File: src/rtl/load_store_unit.sv
// Load/store initiator between the EXU and the data-memory req/gnt/rvalid port.
// Word-straddling accesses are issued as two aligned transactions and merged on return.
module load_store_unit (
  input  logic        clk,
  input  logic        rst,
  input  logic        req_valid,
  output logic        req_ready,
  input  logic        MemRd,
  input  logic        MemWr,
  input  logic [2:0]  MemOp,
  input  logic [31:0] addr,
  input  logic [31:0] wdata,
  output logic        resp_valid,
  output logic        resp_err,
  output logic [31:0] rdata,
  output logic        mem_req,
  input  logic        mem_gnt,
  output logic        mem_we,
  output logic [31:0] mem_addr,
  output logic [31:0] mem_wdata,
  output logic [7:0]  mem_wmask,
  input  logic        mem_rvalid,
  input  logic [31:0] mem_rdata
);
  typedef enum logic [2:0] {IDLE, REQ0, WAIT0, REQ1, WAIT1, RESP} state_t;
  state_t state, next_state;

  logic        accept, bad, split_in;
  logic [2:0]  size_in;
  logic        we_q, err_q, split_q;
  logic [2:0]  op_q;
  logic [31:0] addr_q, wdata_q, word0_q, word1_q;
  logic [1:0]  k;
  logic [2:0]  hi_shift;
  logic [3:0]  lanes;
  logic [31:0] shifted, ext;

  assign accept = req_valid && req_ready && (MemRd || MemWr);
  assign bad    = (MemRd && MemWr) || (MemOp == 3'b011) || (MemOp == 3'b110) ||
                  (MemOp == 3'b111) || (MemWr && MemOp[2]);

  always_comb begin
    case (MemOp[1:0])
      2'b00:   size_in = 3'd1;
      2'b01:   size_in = 3'd2;
      default: size_in = 3'd4;
    endcase
  end
  assign split_in = ({1'b0, addr[1:0]} + size_in) > 3'd4;

  always_ff @(posedge clk or negedge rst) begin
    if (!rst) begin
      we_q    <= 1'b0;
      err_q   <= 1'b0;
      split_q <= 1'b0;
      op_q    <= '0;
      addr_q  <= '0;
      wdata_q <= '0;
      word0_q <= '0;
      word1_q <= '0;
    end else begin
      if (accept) begin
        we_q    <= MemWr;
        err_q   <= bad;
        split_q <= split_in && !bad;
        op_q    <= MemOp;
        addr_q  <= addr;
        wdata_q <= wdata;
        word0_q <= '0;
        word1_q <= '0;
      end
      if (state == WAIT0 && mem_rvalid) word0_q <= mem_rdata;
      if (state == WAIT1 && mem_rvalid) word1_q <= mem_rdata;
    end
  end

  always_ff @(posedge clk or negedge rst) begin
    if (!rst) state <= IDLE;
    else      state <= next_state;
  end

  always_comb begin
    next_state = state;
    case (state)
      IDLE:    if (accept)     next_state = bad ? RESP : REQ0;
      REQ0:    if (mem_gnt)    next_state = WAIT0;
      WAIT0:   if (mem_rvalid) next_state = split_q ? REQ1 : RESP;
      REQ1:    if (mem_gnt)    next_state = WAIT1;
      WAIT1:   if (mem_rvalid) next_state = RESP;
      RESP:                    next_state = IDLE;
      default:                 next_state = IDLE;
    endcase
  end

  assign k        = addr_q[1:0];
  assign hi_shift = 3'd4 - {1'b0, k};

  always_comb begin
    case (op_q[1:0])
      2'b00:   lanes = 4'b0001;
      2'b01:   lanes = 4'b0011;
      default: lanes = 4'b1111;
    endcase
  end

  // Phase 0 bytes sit above lane k, phase 1 bytes continue from lane 0; one shift realigns both.
  assign shifted = 32'({word1_q, word0_q} >> {k, 3'b000});

  always_comb begin
    case (op_q)
      3'b000:  ext = {{24{shifted[7]}}, shifted[7:0]};
      3'b001:  ext = {{16{shifted[15]}}, shifted[15:0]};
      3'b100:  ext = {24'b0, shifted[7:0]};
      3'b101:  ext = {16'b0, shifted[15:0]};
      default: ext = shifted;
    endcase
  end

  always_comb begin
    req_ready  = 1'b0;
    mem_req    = 1'b0;
    mem_we     = 1'b0;
    mem_addr   = '0;
    mem_wdata  = '0;
    mem_wmask  = '0;
    resp_valid = 1'b0;
    resp_err   = 1'b0;
    rdata      = '0;
    case (state)
      IDLE: req_ready = 1'b1;
      REQ0: begin
        mem_req  = 1'b1;
        mem_we   = we_q;
        mem_addr = {addr_q[31:2], 2'b00};
        if (we_q) begin
          mem_wdata = wdata_q << {k, 3'b000};
          mem_wmask = {4'b0000, 4'(lanes << k)};
        end
      end
      REQ1: begin
        mem_req  = 1'b1;
        mem_we   = we_q;
        mem_addr = {addr_q[31:2], 2'b00} + 32'd4;
        if (we_q) begin
          mem_wdata = wdata_q >> {hi_shift, 3'b000};
          mem_wmask = {4'b0000, 4'(lanes >> hi_shift)};
        end
      end
      RESP: begin
        resp_valid = 1'b1;
        resp_err   = err_q;
        if (!we_q && !err_q) rdata = ext;
      end
      default: ;
    endcase
  end
endmodule

File: config.mk
export PLATFORM = sky130hd
export DESIGN_NAME = load_store_unit
export DESIGN_NICKNAME = d
export VERILOG_FILES = /design/src/rtl/load_store_unit.sv
export SDC_FILE = /design/constraint.sdc
export NUM_CORES = 1
export LEC_CHECK = 0
export BUFFER_PORTS_ARGS = -buffer_cell sky130_fd_sc_hd__clkbuf_2
export CORE_ASPECT_RATIO = 1.75
export CORE_UTILIZATION = 54
export CTS_CLUSTER_SIZE = 12
export DETAILED_ROUTE_END_ITERATION = 10
export PLACE_DENSITY_LB_ADDON = 0.05
export SLEW_MARGIN = 10
export SYNTH_ARGS = -nofsm -noshare
export SYNTH_HDL_FRONTEND = slang
export SYNTH_SLANG_ARGS = --single-unit
File: constraint.sdc
create_clock -name clk -period 2.9 [get_ports clk]
set_input_delay 0.145 -clock clk [delete_from_list [all_inputs] [get_ports clk]]
set_output_delay 0.145 -clock clk [all_outputs]
set_load 0.02 [all_outputs]
# Word-level counts from Yosys, hierarchy flattened
# Index checks and enable logic that the tools add are counted.
# totals
regBits	137
word_cells	88
inputBits	106
# classes
n_mux	28
n_lt_le_gt_ge	1
reduce_logical	24
shifts	5
addsub	3
n_eq_ne	18
# ops
operator	count
two-way mux 32 bit	7
case mux 32 bit (2 select lines)	2
case mux 32 bit (4 select lines)	1
>> shifter 64 x 5 -> 32 bit	1
adder 32 x 3 -> 32 bit, second input constant	1
left shift 32 x 5 -> 32 bit	1
>> shifter 32 x 6 -> 32 bit	1
two-way mux 3 bit	7
== test 3 bit, second input constant	6
case mux 4 bit (2 select lines)	2
case mux 3 bit (5 select lines)	1
!= test 2 bit, second input constant	5
== test 3 x 2 -> 1 bit, second input constant	3
logical AND 1 bit	8
two-way mux 4 bit	2
== test 3 x 1 -> 1 bit, second input constant	2
logical NOT 3 bit	2
case mux 3 bit (2 select lines)	1
logical OR 1 bit	5
two-way mux 1 bit	5
AND reduction 5 bit	1
== test 2 x 1 -> 1 bit, second input constant	2
logical NOT 2 bit	2
nonzero test 2 bit	2
7 further kinds	9

# Logic depth before layout (Yosys ltp)
# Gate-level depths: netlist of run 1.
# depth
ltp_word	8
mapped_depth	11
ltp_nobuf	6

# Worst setup path before layout of run 1
# Ideal clock, no wire load.
# synth_path
path_kind	reg2out
from	register addr_q[0]
to	output mem_wmask[3]
slack_ns	-0.012
n_path_buf	4
arrival_ns	2.767
stages_incl_launch_ff	10
path_cell_list	dfrtp_1 buf_2 inv_1 clkbuf_1 clkbuf_1 ha_1 buf_1 nor3b_2 o21ai_0 a21boi_0
# synth_between
elab_chain_cells	4
word_cells_on_any_way	6
classes_between	1 x add/sub; 2 x shift; 3 x mux
# synth_lines
element	line_no	rtl
start: declaration	32	logic [31:0] addr_q, wdata_q, word0_q, word1_q;
start signal: assignment	67	addr_q <= addr;
subtractor 3 x 2 -> 3 bit	96	assign hi_shift = 3'd4 - {1'b0, k};
>> shifter 4 x 3 -> 4 bit	146	mem_wmask = {4'b0000, 4'(lanes >> hi_shift)};
two-way mux 4 bit	144	if (we_q) begin
case mux 4 bit (2 select lines) (*)	129	case (state)
end: declaration	21	output logic [7:0] mem_wmask,
# Every way passes the cells marked *; elsewhere a longest branch is shown, timed or not.

# Worst setup path after layout of run 1
# layout_path
from	register addr_q[0]
to	output mem_wdata[3]
# layout_between
elab_chain_cells	4
word_cells_on_any_way	6
classes_between	1 x add/sub; 2 x shift; 3 x mux
# layout_lines
element	line_no	rtl
subtractor 3 x 2 -> 3 bit	96	
>> shifter 32 x 6 -> 32 bit	145	mem_wdata = wdata_q >> {hi_shift, 3'b000};
two-way mux 32 bit	144	
case mux 32 bit (2 select lines) (*)	129	
end: declaration	20	output logic [31:0] mem_wdata,
# Marked as above.

==> metrics, run 1 <==
Die ar. 0.0162 mm2; Cells after Synth 1055; final instance area 0.0113 mm2; Overall Power 11.2 mW; Antenna Diode Count 0; combinational share of power 47.1%; Setup crit end kind output port; Avg Cell Area, Syn 8.05 um2; Cell variety after synth 58; fin crit share 94.9%; GRT Overall Usage 33.5%; non-filler cells, final 1523; later-pin clock latency in the skew report 410 ps; Die Span Y 168 um; WP data arrival 2610 ps; clk_skew 13.3 ps; Fin. Hold Viols 0; routed len/inst 18.0 um; initial antenna violation count 0; Peak Freq 0.363 GHz; Slew headroom 41.4%; Tmin final 2750 ps; Total Wirelength 27.5 mm; Fillers 1232; fin. max-slew vios 0; Setup CP Type register to output port; drt first pass iters 7; Total Nets Final 1434; vias in the first global route 8581; net switching power 4.95 mW; max-cap violations 0; Post-route DRC 0; worst vdd ir 567 uV; worst slew pin tran 876 ps; Hold/Removal Path Class primary input to register; largest net degree at the start of global routing 96; share of cells above drive strength 1 25.3%; internal power 6.21 mW; sequential power share 32.9%; Reg clk slew, reported paths 60 ps; final design utilization 73.6%; CTS tree yes; pwr dens 985 mW/mm2; Via density 5.87; crit start category register; gr ovfl total 0; Async S/R FF share, synth 100%; R2R setup slack 790 ps; post-detail-place hpwl 18.7 mm; clk root buf clkbuf_16; DR vias 8943; gr busiest metal met2; clock network power share 20.0%; YS warnings 0; switching share of power 44.3%; post-synth design cell area 0.00849 mm2; number of CTS-inserted buffers 17; Final Setup Violations 0; clock buffer depth 2; Placed Instances 1393; met3 Use GR 4.03%; Buffers on Ports 208; Initial Utilization 55.2%; Seq cells post-synth 129; Antenna Nets Post-Route 0; Leak 5.44 nW; Placeable Area 0.0154 mm2; grt met2 use 58.2%; Max FO, Critical Path 9; IO Count 215; H-tree levels 4; CP required 2760 ps; met1 Track Usage GR 38.6%; Post-synth EDFFs 0; Main synth FF type dfrtp_1; row cnt 60; CTS sink count 129; gpl congestion 0.962; DR iter-0 viols 634; status finished, final reports clean; register area share after synthesis 38.0%; first-pass GRT wire length 43.1 mm; Area Overhead vs Synth 33.5%; die span in x 96.8 um; DP Area 0.00973 mm2
power groups by stage:
stage,clock [mW],sequential [mW],combinational (mW)
floorplan,0,3.16,3.95
global placement,0,3.62,4.99
detailed placement,0,3.64,5.07
CTS,2.27,3.62,5.20
global route,2.33,3.74,5.76
finish,2.23,3.67,5.26
final timing paths:
| check | startpoint | to | cells after the start |
|---|---|---|---|
| setup reg to reg | state[1]$_DFFE_PN0P_ | word1_q[2]$_DFFE_PN0P_ | 6 |
| min in group asynchronous | rst | wdata_q[25]$_DFFE_PN0P_ | 2 |
| max in group asynchronous | rst | wdata_q[13]$_DFFE_PN0P_ | 4 |
| setup / recovery | addr_q[0]$_DFFE_PN0P_ | mem_wdata[3] | 8 |
| hold / removal | mem_gnt | state[0]$_DFFE_PN0P_ | 2 |
| hold reg to reg | word0_q[2]$_DFFE_PN0P_ | word0_q[2]$_DFFE_PN0P_ | 2 |
per-stage QoR:
stage                     setup slack (ps)  TNS [ps]  hold WS (ps)
after floorplan                       82.2         0          -151
after detailed placement               483         0           213
final                                  147         0          15.2
after global placement                 544         0           209
after global routing                 -11.0     -12.5          14.2
after CTS                             49.0         0          1.96
cell usage in the layout, fill, tap and decap left out, types with 6 or more instances in the layout:
cell	Yosys	routed
or3_1	10	10
o2bb2ai_1	12	12
and3_1	11	11
a22oi_1	16	16
clkbuf_16	0	17
a32oi_1	14	14
dlygate4sd3_1	0	96
nand2_1	375	374
mux4_2	28	28
o21ai_0	54	53
nand3_1	43	43
mux2_2	20	20
buf_4	7	29
mux2i_1	37	36
clkbuf_2	0	207
xnor2_1	6	6
dfrtp_1	129	127
a21oi_1	50	50
inv_1	12	12
nand4_1	6	6
nor3_1	7	7
conb_1	1	6
nor2_1	54	53
nand2b_1	7	7
layer usage:
metal  share of wire [%]  wire [um]
met4                 6.3       1740
met2                  52      14300
met5                   0          0
met3                 5.0       1370
met1                  37      10000
Yosys cell counts (5+ instances only):
master       n  area (um2)
a21oi_1     50         250
a22oi_1     16         120
a32oi_1     14         123
and3_1      11        68.8
buf_1        8        30.0
buf_2       18        90.1
buf_4        7        52.6
clkbuf_1    59         221
dfrtp_1    129        3230
inv_1       12        45.0
mux2_2      20         225
mux2i_1     37         370
mux4_2      28         631
nand2_1    375        1410
nand2b_1     7        43.8
nand3_1     43         215
nand4_1      6        37.5
nor2_1      54         203
nor2b_1      5        31.3
nor3_1       7        35.0
o21ai_0     54         270
o2bb2ai_1   12         105
o31ai_1      5        37.5
or3_1       10        62.6
or4_1        5        37.5
xnor2_1      6        52.6
xor2_1       5        43.8
layout make-up:
| class | count | area (um2) | share of cell area (%) |
|---|---|---|---|
| clock buffer | 18 | 429 | 3.79 |
| tap | 186 | 233 | 2.05 |
| multi-input combinational | 826 | 4900 | 43.2 |
| sequential | 129 | 3230 | 28.5 |
| timing repair buffer | 337 | 2310 | 20.4 |
| inverter | 13 | 48.8 | 0.431 |
| clock inverter | 14 | 178 | 1.57 |
state kept, by name, indices dropped and copies added (netlist names):
register  count
addr_q       32
wdata_q      32
word0_q      32
word1_q      24
op_q          3
state         3
err_q         1
split_q       1
we_q          1
repair_timing:
action                                 4_1_cts  5_1_grt
setup endpoints to repair                    0       41
setup buffers                                0        2
hold buffers                                96        0
resized for setup                            0        6
endpoints found under the hold margin      159        0
critical path, cell delays in order, from the launching register on:
cell	delay (ps)
dfrtp_4	420
inv_1	60
ha_1	520
buf_4	290
mux2i_2	360
nand2_1	90
a32oi_1	240
nor2_1	60
clkbuf_2	160
cell families (layout without fill, tap and decap cells):
group / count (synthesis) / count (layout) / synth area share, %
and+or+nand+nor: 546 / 546 / 27.7
AOI/OAI and AO/OA: 174 / 174 / 12.8
DFF: 129 / 129 / 38.0
buffers and inverters: 105 / 382 / 5.22
muxes: 85 / 85 / 14.4
xor gates and xnor gates: 11 / 11 / 1.13
adders and majority gates: 4 / 4 / 0.678
other: 1 / 6 / 0.0442
Power figures use the tool's default switching activity.
==> run 2, diff against run 1 <==
--- a/config.mk
+++ b/config.mk
@@ -6,7 +6,7 @@
 export NUM_CORES = 1
 export LEC_CHECK = 0
 export BUFFER_PORTS_ARGS = -buffer_cell sky130_fd_sc_hd__clkbuf_2
-export CORE_ASPECT_RATIO = 1.75
+export CORE_ASPECT_RATIO = 0.8
 export CORE_UTILIZATION = 54
 export CTS_CLUSTER_SIZE = 12
 export DETAILED_ROUTE_END_ITERATION = 10
==> run 2 against run 1 <==
Power shrank 0.85%. Clock skew shrank 5.7 ps. Wire length shrank 1.7%. Utilization grew 1.4 points.
==> metrics, run 2 (synthesized netlist as in run 1, its figures left out) <==
Crit. Startpoint addr_q[13]$_DFFE_PN0P_; DR iter-0 viols 732 (+15%); gr ovfl total 0 (unchanged); worst slew pin tran 1190 ps (+313 ps); uppermost layer routed met4; CP required 2760 ps (about the same); GRT Overall Usage 34.1% (+0.59 points); status finished, final reports clean; first-pass GRT wire length 42.6 mm (-1.2%); pwr dens 973 mW/mm2 (-1.2%); Setup CP Type register to output port; drt first pass iters 5 (-2); setup TNS 0 ps (unchanged); sequential power share 32.3% (-0.6 points); Antenna Nets Post-Route 0 (unchanged); Die Span Y 114 um (-32%); FF-to-FF End word0_q[0]$_DFFE_PN0P_; worst r2r src state[1]$_DFFE_PN0P_; Slowest Stage Delay on Critical Path 600 ps (+80 ps); Buffers on Ports 208 (unchanged); WL met1 11.8 mm (+18%); fin. max-slew vios 0 (unchanged); Regs by FF count addr_q (32), wdata_q (32), word0_q (32); Peak Freq 0.358 GHz (-1.5%); Area Overhead vs Synth 34.0%; CTS tree yes; Hold/Removal Path Class primary input to register; initial antenna violation count 0 (unchanged); Max FO, Critical Path 12 (+3); Placeable Area 0.0152 mm2 (-1.5%); vias in the first global route 8264 (-3.7%); WP data arrival 2650 ps (+40 ps); row cnt 40 (-33%); Worst Setup EP mem_addr[29]; Final Setup Violations 0 (unchanged); Total Wirelength 27.0 mm (-1.7%); most common cell after layout, fill and taps aside nand2_1; CTS sink count 129 (unchanged); clock network power share 19.8% (-0.2 points); routed len/inst 17.4 um (-3.4%); R2R setup slack 720 ps (-70 ps); Reg clk slew, reported paths 60 ps (about the same); clk_skew 7.62 ps (-5.68 ps); hold path depth 3 (+1); clock buffer depth 2 (unchanged); Tmin final 2790 ps (+42.1 ps); Post-CTS Setup Bufs 0 (unchanged); DR vias 8819 (-1.4%); max-cap violations 0 (unchanged); Fillers 1156 (-6.2%); post-detail-place hpwl 17.5 mm (-6.5%); switching share of power 44.4% (about the same); H-tree levels 4 (unchanged); Overall Power 11.1 mW (-0.85%); die span in x 142 um (+47%); critical path, cell by cell and4_1, nand4_1, or4_1, a21oi_1, clkbuf_2; worst vdd ir 567 uV (about the same); Via density 5.69 (-3.1%); Fin. Hold Viols 0 (unchanged); gpl congestion 0.902 (-6.3%); Die ar. 0.0162 mm2 (-0.10%); Antenna Diode Count 0 (unchanged); net switching power 4.91 mW (-0.76%); IO Count 215 (unchanged); met3 WL post-DR 2.71 mm (+98%); largest net degree at the start of global routing 66 (-31%); DP Area 0.00979 mm2 (+0.59%); final instance area 0.0114 mm2 (+0.35%); fin crit share 96.4% (+1.5 points); internal power 6.15 mW (-0.92%); crit start category register; combinational share of power 47.9% (+0.8 points); number of CTS-inserted buffers 17 (unchanged); Total Nets Final 1437 (+0.21%); Slew headroom 20.4% (-21 points); CP max stage cell or4_1; clk root buf clkbuf_16; Setup crit end kind output port; Post-route DRC 0 (unchanged); routed wl met2 12.0 mm (-16%); final design utilization 75.0% (+1.4 points); Leak 5.45 nW (+0.10%); later-pin clock latency in the skew report 420 ps (about the same); r2r worst-path depth 7 (+1); unrepaired setup endpoints after global routing no; most frequent cells in the layout nand2_1, clkbuf_2, dfrtp_1; Initial Utilization 56.0% (+0.82 points); share of cells above drive strength 1 25.2% (-0.057 points)
[run 2: final cells by class]
| class | instances | area (um2) | area share [%] |
|---|---|---|---|
| Sequential cell | 129 | 3230 | 28.4 |
| Tap cell | 210 | 263 | 2.31 |
| Inverter | 13 | 48.8 | 0.429 |
| Clock inverter | 15 | 174 | 1.53 |
| Clock buffer | 17 | 425 | 3.74 |
| Multi-Input combinational cell | 826 | 4890 | 43.0 |
| Timing Repair Buffer | 340 | 2330 | 20.5 |
[run 2: per-layer routing]
metal,vias up,track usage [%]
met5,-,0
met4,0,10.6
met3,40,7.03
met2,437,51.4
met1,4158,49.3
li1,4184,-
[run 2: worst min-delay path by stage]
stage | start | end
6_report | MemOp[1] | op_q[1]$_DFFE_PN0P_
4_1_cts | MemOp[1] | op_q[1]$_DFFE_PN0P_
3_3_place_gp | rst | word0_q[4]$_DFFE_PN0P_
5_1_grt | mem_gnt | state[0]$_DFFE_PN0P_
2_1_floorplan | rst | addr_q[0]$_DFFE_PN0P_
3_5_place_dp | rst | word0_q[4]$_DFFE_PN0P_
[run 2: worst max-delay path, delay by kind of cell, from the launching register on]
kind / cells / cell delay (ps)
and+or+nand+nor: 3 / 1420
DFF: 1 / 420
AOI/OAI and AO/OA: 1 / 190
buffers and inverters: 1 / 190
[run 2: power by group through the flow]
stage               combinational, mW  sequential [mW]  clock, mW
floorplan                        3.95             3.16          0
global placement                 5.03             3.50          0
detailed placement               5.14             3.52          0
CTS                              5.27             3.52       2.21
global route                     5.85             3.67       2.29
finish                           5.30             3.57       2.19
[run 2: stage by stage]
step	cells	hold WS, ps	worst slack, ps
floorplan	1060	-151	82.2
global placement	1420	162	477
detailed placement	1420	158	416
CTS	1550	6.60	33.5
global route	1550	20.0	2.53
finish	1550	14.4	105
[run 2: repair_timing]
item	4_1_cts	5_1_grt
pin swaps	0	2
endpoints found under the setup margin	2	9
gates resized for setup	1	2
hold endpoints to repair	176	0
hold buffers	98	0
==> run 3, diff against run 2 <==
--- a/config.mk
+++ b/config.mk
@@ -7,6 +7,7 @@
 export LEC_CHECK = 0
 export BUFFER_PORTS_ARGS = -buffer_cell sky130_fd_sc_hd__clkbuf_2
 export CORE_ASPECT_RATIO = 0.8
+export CORE_MARGIN = 8
 export CORE_UTILIZATION = 54
 export CTS_CLUSTER_SIZE = 12
 export DETAILED_ROUTE_END_ITERATION = 10
==> run 3 against run 2 <==
Critical path depth up 1. Wire length increased by 3.9%. Clock power is essentially flat. Hold slack gained 2.9 ps. Largest cell class unchanged. Cell count grew 0.19%. Final area is essentially flat. Clock-buffer cell count unchanged. Sequential power about the same. Register-to-register slack worse by 30 ps. Clock skew increased by 1.0 ps. Utilization is 2.1 points lower. Power is essentially flat.
==> metrics, run 3 (synthesized netlist as in run 1, its figures left out) <==
status finished, final reports clean; Placeable Area 0.0156 mm2 (+2.8%); crit start category register; fin. max-slew vios 0 (unchanged); Fin Hold WS 17.4 ps (+2.92 ps); most frequent cells in the layout nand2_1, clkbuf_2, dfrtp_1; switching share of power 44.9% (+0.53 points); max-cap violations 0 (unchanged); first-pass GRT wire length 45.0 mm (+5.7%); clk root buf clkbuf_16; Antenna Diode Count 0 (unchanged); sequential power share 32.3% (about the same); clk_skew 8.64 ps (+1.02 ps); DR vias 8784 (-0.40%); Placed Instances 1422 (+0.14%); clock buffer depth 2 (unchanged); Buffers on Ports 208 (unchanged); Die ar. 0.0200 mm2 (+23%); IO Count 215 (unchanged); worst vdd ir 616 uV (+8.6%); pwr dens 972 mW/mm2 (-0.11%); Overall Power 11.1 mW (about the same); Fillers 1251 (+8.2%); CP required 2760 ps (about the same); Slew headroom 51.2% (+31 points); worst r2r src state[1]$_DFFE_PN0P_; internal power 6.09 mW (-1.0%); routed len/inst 18.1 um (+3.7%); later-pin clock latency in the skew report 430 ps (about the same); initial antenna violation count 0 (unchanged); combinational share of power 47.7% (-0.2 points); Reg clk slew, reported paths 60 ps (about the same); post-cts sizing count 0 (-1); Regs by FF count addr_q (32), wdata_q (32), word0_q (32); share of cells above drive strength 1 24.9% (-0.34 points); post-detail-place hpwl 18.8 mm (+7.8%); WP data arrival 2610 ps (-40 ps); Tmin final 2760 ps (-37.8 ps); non-filler cells, final 1553 (+0.19%); Leak 5.45 nW (about the same); number of CTS-inserted buffers 17 (unchanged); Peak Freq 0.363 GHz (+1.4%); clock network power share 20.1% (+0.3 points); Hold/Removal Path Class primary input to register; Post-route DRC 0 (unchanged); Fin. Hold Viols 0 (unchanged); Initial Utilization 54.4% (-1.5 points); vias in the first global route 8708 (+5.4%); Via density 5.66 (-0.59%); Setup crit end kind output port; Max FO, Critical Path 14 (+2); Total Wirelength 28.0 mm (+3.9%); H-tree levels 4 (unchanged); drt first pass iters 5 (unchanged); worst slew pin tran 725 ps (-464 ps); unrepaired setup endpoints after global routing no; DP Area 0.00977 mm2 (-0.20%); Setup CP Type register to output port; CTS sink count 129 (unchanged); die span in x 156 um (+9.8%); final instance area 0.0114 mm2 (about the same); largest net degree at the start of global routing 96 (+45%); CTS tree yes; row cnt 41 (+2.5%); Final Setup Violations 0 (unchanged); setup TNS 0 ps (unchanged); Total Nets Final 1435 (-0.14%); Area Overhead vs Synth 34.0% (about the same); Die Span Y 128 um (+12%); HP Start MemOp[1]; fin crit share 95.1% (-1.3 points); most common cell after layout, fill and taps aside nand2_1; Post-CTS Setup Bufs 0 (unchanged); GRT Overall Usage 28.2% (-5.8 points); gpl congestion 0.915 (+1.4%); gr ovfl total 0 (unchanged); Crit. Startpoint addr_q[2]$_DFFE_PN0P_; DR iter-0 viols 785 (+7.2%); net switching power 4.96 mW (+1.1%); Antenna Nets Post-Route 0 (unchanged)
## run 3: power groups by stage
stage / sequential [mW] / combinational, mW / clock (mW)
after floorplan: 3.16 / 3.95 / 0
after global placement: 3.52 / 5.01 / 0
after detailed placement: 3.54 / 5.10 / 0
after CTS: 3.52 / 5.23 / 2.24
after global routing: 3.68 / 5.80 / 2.32
final: 3.57 / 5.27 / 2.22
## run 3: layer usage
layer / vias to the layer above / track usage, % / routed length [um]
met5: - / 0 / 0
met4: 0 / 7.16 / 391
met3: 30 / 8.15 / 2780
met2: 408 / 43.8 / 12700
met1: 4180 / 38.2 / 12100
li1: 4166 / - / -
## run 3: path summary, 6_finish.rpt
path,cells after the start,endpoint,slack [ps]
worst min-delay path,3,op_q[1]$_DFFE_PN0P_,20
max in group asynchronous,3,word1_q[8]$_DFFE_PN0P_,1990
min in group asynchronous,2,word0_q[28]$_DFFE_PN0P_,80
worst max register to register,7,wdata_q[15]$_DFFE_PN0P_,690
worst max-delay path,6,mem_addr[16],140
worst min register to register,2,split_q$_DFFE_PN0P_,470
## run 3: final cells by class
| type | instances | area [um2] | area share (%) |
|---|---|---|---|
| Multi-Input combinational cell | 826 | 4890 | 43.0 |
| Sequential cell | 129 | 3230 | 28.4 |
| Timing Repair Buffer | 338 | 2320 | 20.4 |
| Clock buffer | 17 | 425 | 3.74 |
| Tap cell | 215 | 269 | 2.37 |
| Clock inverter | 15 | 189 | 1.66 |
| Inverter | 13 | 48.8 | 0.429 |
## run 3: repair_timing
item                                   in CTS  in global routing
setup endpoints to repair                   1                  0
endpoints found under the hold margin     249                  0
hold buffers                               99                  0
## run 3: worst max-delay path, cell delays in order (launching register included)
cell	delay, ps
dfrtp_1	420
ha_1	200
nand2_1	150
or4_4	550
or4_1	520
a21oi_1	160
clkbuf_2	190
## run 3: through the flow
stage          setup WS (ps)  util (%)
3_3_place_gp             533      62.6
3_5_place_dp             471      62.6
2_1_floorplan           82.2         -
6_report                 143      72.9
4_1_cts                  120      72.9
5_1_grt                 5.80      72.9
